[src/rtl/cp0_regfile_if.sv]
// ---------------------------------------------------------------------------
// cp0_regfile_if
//   Bus bundle between the core (ALU for MFC0/MTC0, ROB for commit events)
//   and the CP0 register file.
//
//   MFC0/MTC0 port : cp0_addr, cp0_sel, cp0_wen, cp0_wdata -> cp0_rdata
//   Commit port    : exc_valid, exc_code, exc_pc, exc_bd, exc_badvaddr, eret
//   Results        : int_req (combinational), redirect_en / redirect_pc
//                    (registered one-cycle redirect to the frontend)
//
//   master modport : core side (drives requests, observes results)
//   slave  modport : CP0 side
// ---------------------------------------------------------------------------
interface cp0_regfile_if;
    logic [4:0]  cp0_addr;
    logic [2:0]  cp0_sel;
    logic        cp0_wen;
    logic [31:0] cp0_wdata;
    logic [31:0] cp0_rdata;

    logic        exc_valid;
    logic [4:0]  exc_code;
    logic [31:0] exc_pc;
    logic        exc_bd;
    logic [31:0] exc_badvaddr;
    logic        eret;

    logic        int_req;
    logic        redirect_en;
    logic [31:0] redirect_pc;

    modport master (
        output cp0_addr, cp0_sel, cp0_wen, cp0_wdata,
        output exc_valid, exc_code, exc_pc, exc_bd, exc_badvaddr, eret,
        input  cp0_rdata, int_req, redirect_en, redirect_pc
    );

    modport slave (
        input  cp0_addr, cp0_sel, cp0_wen, cp0_wdata,
        input  exc_valid, exc_code, exc_pc, exc_bd, exc_badvaddr, eret,
        output cp0_rdata, int_req, redirect_en, redirect_pc
    );
endinterface

[src/rtl/cp0_regfile.sv]
// ---------------------------------------------------------------------------
// cp0_regfile
//   CP0 register file: BadVAddr, Count, Compare, Status, Cause, EPC, PRId.
//   Serves MFC0/MTC0, commit-side exception entry and ERET, the Count/Compare
//   timer and interrupt sampling. Produces the frontend redirect and the
//   interrupt request seen by the ROB.
//
//   Ports
//     clk        core clock
//     rst_n      asynchronous active-low reset
//     bus        cp0_regfile_if.slave (MFC0/MTC0, commit events, int_req,
//                redirect)
//     hw_int_i   external interrupt lines, level-sensitive, sampled each cycle
//     status_o   Status register value
//     epc_o      EPC register value
//
//   Optional feature macro: CP0_TIMER_INT_EN
//     defined   : Count==Compare timer interrupt (TI) sets and is ORed into
//                 Cause.IP[15]; a Compare write clears it.
//     undefined : TI reads 0 and never sets; Count/Compare still operate.
// ---------------------------------------------------------------------------
module cp0_regfile #(
    parameter logic [31:0] PRID_VALUE = 32'h0000_4220,
    parameter logic [31:0] EXC_VECTOR = 32'hBFC0_0380,
    parameter int unsigned COUNT_DIV  = 2
) (
    input  logic                 clk,
    input  logic                 rst_n,
    cp0_regfile_if.slave         bus,
    input  logic [5:0]           hw_int_i,
    output logic [31:0]          status_o,
    output logic [31:0]          epc_o
);
    localparam int unsigned PW = (COUNT_DIV > 1) ? $clog2(COUNT_DIV) : 1;

    localparam logic [4:0] REG_BADVADDR = 5'd8;
    localparam logic [4:0] REG_COUNT    = 5'd9;
    localparam logic [4:0] REG_COMPARE  = 5'd11;
    localparam logic [4:0] REG_STATUS   = 5'd12;
    localparam logic [4:0] REG_CAUSE    = 5'd13;
    localparam logic [4:0] REG_EPC      = 5'd14;
    localparam logic [4:0] REG_PRID     = 5'd15;

    // State
    logic [PW-1:0] presc_q,    presc_d;
    logic [31:0]   count_q,    count_d;
    logic [31:0]   compare_q,  compare_d;
    logic [31:0]   epc_q,      epc_d;
    logic [31:0]   badvaddr_q, badvaddr_d;
    logic [7:0]    im_q,       im_d;
    logic          exl_q,      exl_d;
    logic          ie_q,       ie_d;
    logic          bd_q,       bd_d;
    logic          ti_q,       ti_d;
    logic [1:0]    ip_sw_q,    ip_sw_d;
    logic [5:0]    ip_hw_q,    ip_hw_d;
    logic [4:0]    exccode_q,  exccode_d;
    logic          redir_en_q, redir_en_d;
    logic [31:0]   redir_pc_q, redir_pc_d;

    // Derived views
    logic          tick;
    logic [31:0]   count_inc;
    logic [7:0]    ip;
    logic [31:0]   status_val;
    logic [31:0]   cause_val;
    logic [31:0]   rdata_c;
    logic          wr_hit;

    assign tick      = (presc_q == PW'(COUNT_DIV - 1));
    assign count_inc = count_q + 32'd1;

    // TI only reaches IP[15] when the timer interrupt is built in; otherwise
    // ti_q is held at 0 so the OR is harmless.
    assign ip = {ip_hw_q[5] | ti_q, ip_hw_q[4:0], ip_sw_q};

    // BEV (bit 22) is hard-wired to 1.
    assign status_val = {9'd0, 1'b1, 6'd0, im_q, 6'd0, exl_q, ie_q};
    assign cause_val  = {bd_q, ti_q, 14'd0, ip, 1'b0, exccode_q, 2'b00};

    assign status_o        = status_val;
    assign epc_o           = epc_q;
    assign bus.int_req     = ie_q & ~exl_q & (|(im_q & ip));
    assign bus.redirect_en = redir_en_q;
    assign bus.redirect_pc = redir_pc_q;

    // MFC0: pure function of pre-edge state, so a same-cycle MTC0 shows up
    // one cycle later.
    always_comb begin
        rdata_c = 32'd0;
        if (bus.cp0_sel == 3'd0) begin
            case (bus.cp0_addr)
                REG_BADVADDR: rdata_c = badvaddr_q;
                REG_COUNT:    rdata_c = count_q;
                REG_COMPARE:  rdata_c = compare_q;
                REG_STATUS:   rdata_c = status_val;
                REG_CAUSE:    rdata_c = cause_val;
                REG_EPC:      rdata_c = epc_q;
                REG_PRID:     rdata_c = PRID_VALUE;
                default:      rdata_c = 32'd0;
            endcase
        end
    end
    assign bus.cp0_rdata = rdata_c;

    // A write only lands when no commit event claims the cycle: the writer
    // is younger than the excepting/ERET instruction and gets flushed.
    assign wr_hit = bus.cp0_wen & ~bus.exc_valid & ~bus.eret & (bus.cp0_sel == 3'd0);

    always_comb begin
        presc_d    = presc_q;
        count_d    = count_q;
        compare_d  = compare_q;
        epc_d      = epc_q;
        badvaddr_d = badvaddr_q;
        im_d       = im_q;
        exl_d      = exl_q;
        ie_d       = ie_q;
        bd_d       = bd_q;
        ti_d       = ti_q;
        ip_sw_d    = ip_sw_q;
        ip_hw_d    = hw_int_i;
        exccode_d  = exccode_q;
        redir_en_d = 1'b0;
        redir_pc_d = redir_pc_q;

        // Timer: prescaler wraps at COUNT_DIV-1, each wrap bumps Count.
        if (tick) begin
            presc_d = '0;
            count_d = count_inc;
        end else begin
            presc_d = presc_q + PW'(1);
        end

`ifdef CP0_TIMER_INT_EN
        if (tick && (count_inc == compare_q)) begin
            ti_d = 1'b1;
        end
`else
        ti_d = 1'b0;
`endif

        if (bus.exc_valid) begin
            // A nested exception (EXL already set) must not clobber the
            // original return address or its delay-slot flag.
            if (!exl_q) begin
                epc_d = bus.exc_bd ? (bus.exc_pc - 32'd4) : bus.exc_pc;
                bd_d  = bus.exc_bd;
            end
            exl_d     = 1'b1;
            exccode_d = bus.exc_code;
            if ((bus.exc_code == 5'd4) || (bus.exc_code == 5'd5)) begin
                badvaddr_d = bus.exc_badvaddr;
            end
            redir_en_d = 1'b1;
            redir_pc_d = EXC_VECTOR;
        end else if (bus.eret) begin
            exl_d      = 1'b0;
            redir_en_d = 1'b1;
            redir_pc_d = epc_q;
        end else if (wr_hit) begin
            case (bus.cp0_addr)
                REG_COUNT: begin
                    count_d = bus.cp0_wdata;
                    presc_d = '0;
                end
                REG_COMPARE: begin
                    // Overrides a TI set computed above in the same cycle.
                    compare_d = bus.cp0_wdata;
                    ti_d      = 1'b0;
                end
                REG_STATUS: begin
                    im_d  = bus.cp0_wdata[15:8];
                    exl_d = bus.cp0_wdata[1];
                    ie_d  = bus.cp0_wdata[0];
                end
                REG_CAUSE: begin
                    ip_sw_d = bus.cp0_wdata[9:8];
                end
                REG_EPC: begin
                    epc_d = bus.cp0_wdata;
                end
                default: begin
                end
            endcase
        end
    end

    always_ff @(posedge clk or negedge rst_n) begin
        if (!rst_n) begin
            presc_q    <= '0;
            count_q    <= 32'd0;
            compare_q  <= 32'd0;
            epc_q      <= 32'd0;
            badvaddr_q <= 32'd0;
            im_q       <= 8'd0;
            exl_q      <= 1'b0;
            ie_q       <= 1'b0;
            bd_q       <= 1'b0;
            ti_q       <= 1'b0;
            ip_sw_q    <= 2'd0;
            ip_hw_q    <= 6'd0;
            exccode_q  <= 5'd0;
            redir_en_q <= 1'b0;
            redir_pc_q <= 32'd0;
        end else begin
            presc_q    <= presc_d;
            count_q    <= count_d;
            compare_q  <= compare_d;
            epc_q      <= epc_d;
            badvaddr_q <= badvaddr_d;
            im_q       <= im_d;
            exl_q      <= exl_d;
            ie_q       <= ie_d;
            bd_q       <= bd_d;
            ti_q       <= ti_d;
            ip_sw_q    <= ip_sw_d;
            ip_hw_q    <= ip_hw_d;
            exccode_q  <= exccode_d;
            redir_en_q <= redir_en_d;
            redir_pc_q <= redir_pc_d;
        end
    end
endmodule

[src/flat_wrapper.sv]
// flat-port wrapper written by rule: the top's interface ports become plain ports
module cp0_regfile_flat 
#(
    parameter logic [31:0] PRID_VALUE = 32'h0000_4220,
    parameter logic [31:0] EXC_VECTOR = 32'hBFC0_0380,
    parameter int unsigned COUNT_DIV  = 2
)
  (clk, rst_n, hw_int_i, status_o, epc_o, bus_cp0_addr, bus_cp0_sel, bus_cp0_wen, bus_cp0_wdata, bus_exc_valid, bus_exc_code, bus_exc_pc, bus_exc_bd, bus_exc_badvaddr, bus_eret, bus_cp0_rdata, bus_int_req, bus_redirect_en, bus_redirect_pc);
  cp0_regfile_if bus_i ();
  input  logic clk;
  input  logic rst_n;
  input  logic [5:0] hw_int_i;
  output logic [31:0] status_o;
  output logic [31:0] epc_o;
  input wire logic [$bits(bus_i.cp0_addr)-1:0] bus_cp0_addr;
  input wire logic [$bits(bus_i.cp0_sel)-1:0] bus_cp0_sel;
  input wire logic [$bits(bus_i.cp0_wen)-1:0] bus_cp0_wen;
  input wire logic [$bits(bus_i.cp0_wdata)-1:0] bus_cp0_wdata;
  input wire logic [$bits(bus_i.exc_valid)-1:0] bus_exc_valid;
  input wire logic [$bits(bus_i.exc_code)-1:0] bus_exc_code;
  input wire logic [$bits(bus_i.exc_pc)-1:0] bus_exc_pc;
  input wire logic [$bits(bus_i.exc_bd)-1:0] bus_exc_bd;
  input wire logic [$bits(bus_i.exc_badvaddr)-1:0] bus_exc_badvaddr;
  input wire logic [$bits(bus_i.eret)-1:0] bus_eret;
  output wire logic [$bits(bus_i.cp0_rdata)-1:0] bus_cp0_rdata;
  output wire logic [$bits(bus_i.int_req)-1:0] bus_int_req;
  output wire logic [$bits(bus_i.redirect_en)-1:0] bus_redirect_en;
  output wire logic [$bits(bus_i.redirect_pc)-1:0] bus_redirect_pc;
  assign bus_i.cp0_addr = bus_cp0_addr;
  assign bus_i.cp0_sel = bus_cp0_sel;
  assign bus_i.cp0_wen = bus_cp0_wen;
  assign bus_i.cp0_wdata = bus_cp0_wdata;
  assign bus_i.exc_valid = bus_exc_valid;
  assign bus_i.exc_code = bus_exc_code;
  assign bus_i.exc_pc = bus_exc_pc;
  assign bus_i.exc_bd = bus_exc_bd;
  assign bus_i.exc_badvaddr = bus_exc_badvaddr;
  assign bus_i.eret = bus_eret;
  assign bus_cp0_rdata = bus_i.cp0_rdata;
  assign bus_int_req = bus_i.int_req;
  assign bus_redirect_en = bus_i.redirect_en;
  assign bus_redirect_pc = bus_i.redirect_pc;
  cp0_regfile #(.PRID_VALUE(PRID_VALUE), .EXC_VECTOR(EXC_VECTOR), .COUNT_DIV(COUNT_DIV)) u_core (.clk(clk), .rst_n(rst_n), .bus(bus_i), .hw_int_i(hw_int_i), .status_o(status_o), .epc_o(epc_o));
endmodule
[config.mk]
export PLATFORM = sky130hd
export DESIGN_NAME = cp0_regfile_flat
export DESIGN_NICKNAME = d
export VERILOG_FILES = /design/src/rtl/cp0_regfile_if.sv /design/src/rtl/cp0_regfile.sv /design/src/flat_wrapper.sv
export SDC_FILE = /design/constraint.sdc
export NUM_CORES = 1
export LEC_CHECK = 0
export ABC_AREA = 1
export CAP_MARGIN = 10
export CORE_MARGIN = 3
export CORE_UTILIZATION = 25
export DETAILED_ROUTE_END_ITERATION = 16
export GPL_TIMING_DRIVEN = 0
export HOLD_SLACK_MARGIN = 0.12
export MAX_ROUTING_LAYER = met4
export PLACE_DENSITY = 0.47
export RECOVER_POWER = 25
export SLEW_MARGIN = 20
export SYNTH_ARGS = -nofsm -noshare
export SYNTH_HDL_FRONTEND = slang
export SYNTH_SLANG_ARGS = --single-unit
[constraint.sdc]
create_clock -name clk -period 1.4 [get_ports clk]
set_input_delay 0.28 -clock clk [delete_from_list [all_inputs] [get_ports clk]]
set_output_delay 0.28 -clock clk [all_outputs]
set_load 0.02 [all_outputs]
==> summary.md, run 1 <==
| Metric | Value |
|---|---|
| Final worst path period share | 130% |
| Outcome | complete, but fails checks |
| Area contributors post-synth | dfrtp_1 46%, nand2_1 14%, nor2_1 4.6%, inv_1 4.2%, o21ai_0 3.5% |
| Synth Warn # | 0 |
| Asr flop ratio synth | between 90% and 100% |
| CP cell instances | nand2_2 -> nand2_2 -> a221oi_4 -> a211oi_2 -> buf_4 |
| Share of layout cells above drive strength 1 | a little under half |
| Antenna Violating Nets Remaining | 0 |
| Clock Pin Slew Worst Setup and Hold Paths | roughly 0.08 ns |
| Final Max Slew Viols | 0 |
| Final net count | 1844 |
| Final wirelength | approximately 50 mm |
| Initial DRC Count | 662 |
| Clock sink count | roughly 190 |
| Sequential-to-total area share from yosys stat | a little under half |
| Cells after synthesis | 1301 |
| Hold Path Class | in2reg |
| First-pass GRT wire length | about 70 mm |
| Synth top cells by count | 376 x nand2_1, 186 x dfrtp_1, 124 x nor2_1 |
| Worst Clk Skew | 0.0107 ns |
| Dominant cell by count in the synthesized netlist | nand2_1 |
| Final setup TNS | -25.81 ns |
| Failing checks | setup timing |
| Most frequent CP cell | nand2_2 |
| #FFs+latches synth | roughly 190 |
| Die height | between 200 and 250 um |
| Initial Utilization | 25.4% |
| Leakage | 7.89 nW |
| Critical path data required time | approximately 1.1 ns |
| Startpoint types | flop |
| Area grow syn2layout | 73.2% |
| Synth top area share | between 40% and 50% |
| Cell type with the largest total area after synthesis | dfrtp_1 |
| GR Util All Layers | approximately 22% |
| Initial antenna violation count | 2 |
| Clock root buffer master | clkbuf_16 |
| Gpl congestion | 0.926 |
| Crit end category | output pin |
| Die ar. | around 43000 um^2 |
| Largest net degree at the start of global routing | 76 |
| Worst path max stage delay | 0.46 ns |
| Core area | 39900 um^2 |
| H-tree depth | 4 |
| Worst slew pin tran | between 0.7 and 0.8 ns |
| Crit-path max FO | 4 |
| CTS buffer count | 17 |
| Avg Cell Area, Syn | slightly below 8 um^2 |
| WP data arrival | 1.54 ns |
| Pwr dens | about 900 nW/um^2 |
| Final setup vio count | about 150 |
| Slew Limit Headroom | between 40% and 50% |
| Register area | 4700 um^2 |
| Post-synth EDFFs | 0 |
| Fillers | slightly below 4000 |
| Dpl ws | -1.86 ns |
| Row cnt | 73 |
| DRT Pass-1 Iters | 5 |
| Post-DP HPWL | between 30 and 40 mm |
| TritonCTS clock tree | built |
| Post-synth design cell area | just over 10000 um^2 |
| Fin crit period | about 1.8 ns |
| Worst skew pair latency | approximately 0.44 ns |
| Die width | 207 um |
| Max-Cap Viols | 0 |
| Vias in the first global route | between 10000 and 15000 |
| CTS max path bufs | 2 |
| Fmax achieved | around 0.55 GHz |
| Drt drc | 0 |
| Crit Path Class | reg2out |
| Wire per inst | 21.5 um |
| Synth unique cells | between 40 and 50 |
| Gr ovfl total | 0 |
| Vias | approximately 11000 |
| Top FF cell, synth | dfrtp_1 |
| RSZ-0062 raised after global routing | yes |
| Slowest CP cell | dfrtp_2 |
| Multi-input logic area | between 6000 and 7000 um^2 |
| Final setup margin | -0.416 ns |
| Final hold violations | 0 |
| Peak VDD IR | roughly 0.85 mV |
| Io pins | roughly 250 |
| Input/output buffers | between 200 and 250 |
| Via density | ~4.8 |
cells in the final DEF, fill, tap and decap left out, types with 29 or more instances in the layout:
master,instances
buf_6,107
buf_4,111
a21oi_2,32
dfrtp_2,40
buf_2,58
o21ai_1,53
clkdlybuf4s50_1,81
nand2_1,255
buf_12,29
inv_1,94
o21ai_0,35
nand2_2,81
mux2_2,31
dfrtp_1,146
nor2_1,78
a21oi_1,36
nor2_2,32
nand2_4,42
nor2_4,31
sequential cells by signal, indices dropped and copies added (netlist names), 2 cells and up:
register	count
u_core.im_q	8
u_core.exccode_q	5
u_core.bus.redirect_pc	32
u_core.compare_q	32
u_core.epc_o	32
u_core.badvaddr_q	32
u_core.ip_hw_q	6
u_core.ip_sw_q	2
u_core.count_q	32
worst paths after layout:
kind	from	endpoint	slack, ns	cells after the start
setup reg to reg	u_core.count_q[6]	u_core.count_q[28]	-0.26	9
setup / recovery	u_core.im_q[6]	bus_int_req	-0.42	5
hold / removal	bus_exc_bd	u_core.bd_q	0.26	3
max in group asynchronous	rst_n	u_core.epc_o[19]	0.03	3
hold reg to reg	u_core.exccode_q[2]	u_core.exccode_q[2]	0.48	2
min in group asynchronous	rst_n	u_core.bus.redirect_pc[5]	0.47	2
through the flow:
step | cells | hold slack, ns | total power [mW] | utilization [%] | area (um^2)
after floorplan | 1321 | -0.0156 | 8.35 | - | 10900
after global placement | 2074 | 0.458 | 10.2 | 34.8 | 13900
after detailed placement | 2076 | 0.224 | 10.3 | 34.9 | 13900
after CTS | 2225 | 0.254 | 15.5 | 41.4 | 16500
after global routing | 2261 | 0.257 | 16.5 | 44.0 | 17600
final | 2261 | 0.264 | 15.8 | 44.0 | 17600
metal layers:
metal / vias to the layer above / routed length [um] / GRT usage (%) / share of wire, %
li1: 5050 / - / - / -
met1: 5347 / 21600 / 29.2 / 45
met2: 323 / 23300 / 35.8 / 48
met3: 62 / 2580 / 4.17 / 5.3
met4: 0 / 1030 / 5.43 / 2.1
met5: - / 0 / - / 0
logic make-up after synthesis:
logic type,share of synthesized area (%)
other cells,0.0740
compound gates,13.5
flops,45.9
mux,3.44
xor+xnor,2.68
simple gates,25.4
fa+ha+maj,0.247
buf+inv,8.86
power by group:
part	leakage, nW	total [mW]	internal (mW)	switching (mW)
Combinational	5.43	4.27	1.88	2.40
Sequential	2.20	6.80	6.08	0.716
Clock	0.263	4.76	2.33	2.43
Total	7.89	15.8	10.3	5.54
worst max-delay path: cells and delay by family, from the launching register on:
kind | cells | cell delay, ns
flops | 1 | 0.46
compound gates | 2 | 0.33
buf+inv | 1 | 0.17
simple gates | 2 | 0.14
repair_timing:
action | 4_1_cts | 5_1_grt
setup buffers | 111 | 38
resized for setup | 902 | 304
cloned | 10 | 6
endpoints found under the hold margin | 45 | 0
endpoints found under the setup margin | 277 | 181
hold buffers | 1 | 0
pin swaps | 108 | 102
final cells by class:
type | count | share of cell area, %
multi-input combinational | 937 | 37.0
sequential | 186 | 26.8
timing repair buffer | 384 | 21.4
buffer | 68 | 4.39
tap | 525 | 3.74
inverter | 126 | 3.45
clock buffer | 19 | 2.46
clock inverter | 13 | 0.648
timing repair inverter | 1 | 0.0499
antenna | 2 | 0.0285
Power figures use the tool's default switching activity.
==> run 2: changes to the inputs <==
Settings changed: CELL_PAD_IN_SITES_DETAIL_PLACEMENT from default to 1, CELL_PAD_IN_SITES_GLOBAL_PLACEMENT from default to 1, CORE_MARGIN 3 to default, CTS_CLUSTER_SIZE from default to 20, PLACE_DENSITY 0.47 to 0.61.
==> run 2 against run 1 <==
  * The flow still finishes with violations (setup timing)
  * Worst setup slack got worse by 0.046 ns
  * Utilization fell by 0.58 points
  * Non-clock buffer count did not move
  * Critical path depth rose by 6
  * Register-to-register slack got worse by 0.05 ns
  * Combinational power rose by 13%
  * Wire length rose by 1.8%
  * Clock power rose by 15%
  * Sequential share of layout area rose by 0.34 points
  * Clock skew fell by 0.00065 ns
  * Critical endpoint is now bus_cp0_rdata[30]
  * Largest power group unchanged
==> summary.md, run 2 (synthesis results as in run 1) <==
| Metric | Value |
|---|---|
| Worst slew pin tran | about 1.4 ns |
| Final Max Slew Viols | 0 |
| Vias in the first global route | around 11000 |
| Crit-path max FO | 6 |
| Die height | ~200 um |
| Final setup margin | -0.462 ns |
| Row cnt | between 70 and 80 |
| Initial DRC Count | approximately 560 |
| Post-DP HPWL | ~36 mm |
| Most frequent cells in the layout | 305 x nand2_1, 148 x dfrtp_1, 119 x buf_4 |
| Via density | between 4 and 5 |
| Final wirelength | ~49 mm |
| Die width | just over 200 um |
| Drt drc | 0 |
| Startpoint types | primary input |
| Final hold violations | 0 |
| CP cell instances | buf_12 -> inv_12 -> nand2_8 -> inv_8 -> nand3_4 -> buf_6 -> nand3_4 -> nand2_8 -> buf_12 -> a41oi_4 -> buf_6 |
| Antenna Violating Nets Remaining | 0 |
| RSZ-0062 raised after global routing | yes |
| Clock Pin Slew Worst Setup and Hold Paths | ~0.07 ns |
| Vias | approximately 11000 |
| TritonCTS clock tree | built |
| Share of layout cells above drive strength 1 | 42.9% |
| Worst skew pair latency | between 0.4 and 0.5 ns |
| Clock root buffer master | clkbuf_16 |
| Initial Utilization | 25.4% |
| Hold Path Class | in2async |
| Fin crit period | ~1.9 ns |
| Post-Layout Inst Area | about 17000 um^2 |
| DRT Pass-1 Iters | 5 |
| Placement-stage cell area | about 14000 um^2 |
| Fmax achieved | 0.537 GHz |
| Die ar. | 41400 um^2 |
| Slew Limit Headroom | about 7.6% |
| Worst Clk Skew | around 0.010 ns |
| Outcome | complete, but fails checks |
| Pwr dens | just under 1000 nW/um^2 |
| Failing checks | setup timing |
| Worst path max stage delay | 0.24 ns |
| Final setup vio count | between 100 and 150 |
| H-tree depth | 4 |
| Critical path data required time | between 1 and 1.5 ns |
| Core area | ~40000 um^2 |
| Final worst path period share | 133% |
| Area grow syn2layout | 70.9% |
| Final net count | about 1800 |
| Wire per inst | about 22 um |
| Largest net degree at the start of global routing | 74 |
| Leakage | about 7.8 nW |
| Most common cell after layout, fill and taps aside | nand2_1 |
| Gr ovfl total | 0 |
| First-pass GRT wire length | 72.1 mm |
| CTS max path bufs | 2 |
| Final Power | around 17 mW |
| Crit Path Class | in2out |
| GR Util All Layers | 24.4% |
| Gpl congestion | between 0.8 and 0.9 |
| Max-Cap Viols | 0 |
| Io pins | approximately 250 |
| Final antenna diode count | 0 |
| Initial antenna violation count | 0 |
| Input/output buffers | 228 |
| Final setup TNS | -25.96 ns |
| Slowest CP cell | a41oi_4 |
| Clock sink count | 186 |
| Peak VDD IR | approximately 0.84 mV |
| WP data arrival | roughly 1.6 ns |
| Crit end category | output pin |
| CTS buffer count | 17 |
==> run 2: layout make-up <==
| type | instances | area, um^2 |
|---|---|---|
| flip-flops and latches | 186 | 4700 |
| repair buffers | 382 | 3740 |
| inverters | 126 | 578 |
| clock inverters | 14 | 204 |
| clock buffers | 18 | 439 |
| plain buffers | 70 | 692 |
| multi-input cells | 936 | 6330 |
| fillers | 4529 | 22600 |
| well taps | 525 | 657 |
==> run 2: path summary, 6_finish.rpt <==
kind / start / to / slack (ns) / cells past startpoint
setup / recovery: bus_cp0_addr[2] / bus_cp0_rdata[30] / -0.46 / 11
hold / removal: rst_n / u_core.count_q[21] / 0.15 / 1
setup reg to reg: u_core.count_q[0] / u_core.count_q[30] / -0.31 / 10
hold reg to reg: u_core.compare_q[4] / u_core.compare_q[4] / 0.49 / 2
max in group asynchronous: rst_n / u_core.epc_o[0] / -0.16 / 3
min in group clk: bus_exc_bd / u_core.bd_q / 0.26 / 3
==> run 2: per-layer routing <==
metal  wire, um  vias to the layer above  track usage (%)
li1           -                     5026                -
met1      20900                     5441             30.2
met2      25100                      274             40.8
met3       2090                       64             3.21
met4       1380                        0             8.46
met5          0                        -                -
==> run 2: what timing repair did <==
item / in CTS / in global routing
pin swaps: 82 / 93
endpoints found under the setup margin: 278 / 188
endpoints found under the hold margin: 49 / 49
buffers inserted: 107 / 47
gates cloned: 10 / 0
resized for setup: 906 / 197
==> run 2: power breakdown <==
| part | switching [mW] | total [mW] | internal, mW |
|---|---|---|---|
| Combinational | 2.58 | 4.81 | 2.23 |
| Clock | 2.40 | 5.49 | 3.09 |
| Sequential | 0.810 | 6.90 | 6.09 |
| Total | 5.79 | 17.2 | 11.4 |
==> run 2: worst max-delay path, delay by kind of cell <==
| kind | cells | cell delay (ns) |
|---|---|---|
| AOI/OAI and AO/OA | 1 | 0.24 |
| buffers and inverters | 6 | 0.71 |
| and+or+nand+nor | 4 | 0.33 |
==> run 2: stage by stage <==
stage | util [%] | std cells | hold slack [ns] | setup WS (ns)
6_report | 43.4 | 2257 | 0.145 | -0.462
5_1_grt | 43.4 | 2257 | 0.250 | -0.500
4_1_cts | 41.7 | 2222 | -0.247 | -0.471
3_5_place_dp | 34.9 | 2076 | 0.223 | -1.98
3_3_place_gp | 34.8 | 2074 | 0.458 | -8.46
2_1_floorplan | - | 1321 | -0.0156 | -0.0770
==> run 3: changes to the inputs <==
Settings changed: CORE_UTILIZATION 25 to 30, PLACE_DENSITY 0.61 to 0.71.
==> run 3 against run 2 <==
  * The run still ends with setup timing left
  * Cell count down 2.6%
  * First-iteration DRC count up 95%
  * Critical path type unchanged
  * Power up 0.31%
  * Critical endpoint is now bus_cp0_rdata[22]
  * Combinational power up 5.2%
  * Sequential share of layout area down 1.2 points
  * Highest routed layer unchanged
==> summary.md, run 3 (synthesis results as in run 1) <==
| Metric | Value |
|---|---|
| Gpl congestion | just over 0.9 |
| Fillers | 3712 |
| Critical path data required time | 1.12 ns |
| Reg2Reg Depth | 10 |
| Failing checks | setup timing |
| Fin crit period | 2.05 ns |
| Vias in the first global route | around 12000 |
| Post-DP HPWL | about 34 mm |
| Crit-path max FO | 6 |
| Reg-to-Reg End | u_core.count_q[14] |
| Clock root buffer master | clkbuf_16 |
| Clock Pin Slew Worst Setup and Hold Paths | 0.08 ns |
| Clock sink count | between 150 and 200 |
| Slew Limit Headroom | around 43% |
| Max-Cap Viols | 0 |
| Hold Crit Start | bus_exc_pc[23] |
| WP data arrival | around 1.8 ns |
| Dpl ws | -1.84 ns |
| Placement-stage cell area | between 10000 and 15000 um^2 |
| Pwr dens | 952 nW/um^2 |
| CP cell instances | buf_12 -> inv_12 -> nand2_8 -> nor2_4 -> nand2_4 -> clkinv_8 -> buf_12 -> nand2_2 -> nand4_1 -> a21oi_4 -> nor2_2 -> buf_6 |
| Final setup vio count | 236 |
| Fmax achieved | approximately 0.5 GHz |
| Die ar. | approximately 35000 um^2 |
| Hold Path Class | in2reg |
| Final setup margin | -0.649 ns |
| Vias | between 10000 and 15000 |
| Delay-heaviest family, CP | simple AND/OR/NAND/NOR gates |
| Final Max Slew Viols | 0 |
| Bufs and invs on worst path | 5 |
| Cells on Worst Hold Path | 5 |
| FF-to-FF Start | u_core.count_q[0] |
| DRT Pass-1 Iters | 5 |
| Final worst path period share | 146% |
| RSZ-0062 raised after global routing | yes |
| Final wirelength | approximately 60 mm |
| Die width | roughly 190 um |
| Input/output buffers | between 200 and 250 |
| Antenna Violating Nets Remaining | 0 |
| Slowest CP cell | a21oi_4 |
| Reg2reg setup slack | -0.52 ns |
| H-tree depth | 4 |
| Startpoint types | primary input |
| Worst slew pin tran | 0.856 ns |
| CTS max path bufs | 2 |
| TritonCTS clock tree | built |
| Row cnt | 66 |
| Initial antenna violation count | 1 |
| Worst path max stage delay | between 0.2 and 0.3 ns |
| Share of layout cells above drive strength 1 | 49.8% |
| Area grow syn2layout | 78.7% |
| Multi-input logic area | between 6000 and 7000 um^2 |
| Crit end category | output pin |
| Final net count | 1865 |
| Final setup TNS | -36.39 ns |
| Crit Path Class | in2out |
| Final hold violations | 0 |
| Io pins | about 250 |
| Peak VDD IR | roughly 0.76 mV |
| Core area | approximately 33000 um^2 |
| Wire per inst | 27.3 um |
| Leakage | 8.16 nW |
| Die height | approximately 190 um |
| Register area | between 4000 and 5000 um^2 |
| Hold slack | approximately 0.36 ns |
| GR Util All Layers | slightly above 30% |
| First-pass GRT wire length | about 76 mm |
| Worst Clk Skew | ~0.017 ns |
| Drt drc | 0 |
| Initial Utilization | 30.9% |
| Largest net degree at the start of global routing | 84 |
| Outcome | complete, but fails checks |
| Hold Path End | u_core.epc_o[23] |
| Initial DRC Count | around 1100 |
| CTS buffer count | 17 |
| Most frequent CP cell | buf_12 |
| Post-Layout Inst Area | roughly 18000 um^2 |
| Utilization after layout | 55.2% |
| Most common cell after layout, fill and taps aside | nand2_1 |
| Via density | around 5.5 |
| Gr ovfl total | 0 |
| Most frequent cells in the layout | 246 x nand2_1, 144 x dfrtp_1, 118 x buf_4 |
| Worst skew pair latency | between 0.4 and 0.5 ns |
## run 3: worst register-to-register path, cell delays in order, from the launching register on
cell     delay, ns
dfrtp_2       0.44
buf_6         0.14
ha_4          0.14
nand3_4       0.09
buf_6         0.14
nor2_4        0.12
nand2_4       0.09
nor2_4        0.13
nand2_2       0.09
xor2_1        0.27
a21oi_1       0.14
## run 3: worst max-delay path by stage
stage	from	depth (start not counted)	endpoint
6_report	bus_cp0_addr[2]	12	bus_cp0_rdata[22]
5_1_grt	bus_cp0_addr[2]	12	bus_cp0_rdata[22]
4_1_cts	u_core.epc_o[14]	5	bus_cp0_rdata[14]
3_5_place_dp	bus_cp0_addr[2]	12	bus_cp0_rdata[22]
3_3_place_gp	rst_n	1	u_core.bus.redirect_en
2_1_floorplan	bus_cp0_addr[2]	10	bus_cp0_rdata[22]
## run 3: timing repair
item	CTS	global route
pin swaps	110	101
setup endpoints to repair	282	228
gates resized for setup	916	403
hold buffers	9	1
gates cloned	14	9
setup buffers	106	53
hold endpoints to repair	40	111
## run 3: layer usage
layer / up-vias / part of all wire [%] / GRT usage (%)
li1: 5064 / - / -
met1: 6105 / 38 / 36.8
met2: 681 / 48 / 51.1
met3: 259 / 7.6 / 5.71
met4: 0 / 6.4 / 14.9
met5: - / 0 / -
## run 3: where the power goes
| group | total [mW] | internal [mW] | leakage (nW) | switching [mW] |
|---|---|---|---|---|
| Clock | 5.14 | 2.46 | 0.279 | 2.68 |
| Sequential | 7.06 | 6.09 | 2.20 | 0.967 |
| Combinational | 5.06 | 2.24 | 5.69 | 2.82 |
| Total | 17.3 | 10.8 | 8.16 | 6.47 |
## run 3: final cells by class
type,count,area share (%)
clock buffers,19,2.50
clock inverters,13,0.711
well taps,442,3.05
diodes,2,0.0276
multi-input cells,937,37.8
repair buffers,403,22.4
repair inverters,1,0.0621
flip-flops and latches,186,26.0
plain buffers,70,4.17
inverters,126,3.35
## run 3: through the flow
stage | cells | power, mW
CTS | 2151 | 16.1
global placement | 1991 | 10.2
floorplan | 1321 | 8.35
finish | 2199 | 17.3
global route | 2198 | 17.7
detailed placement | 1993 | 10.3
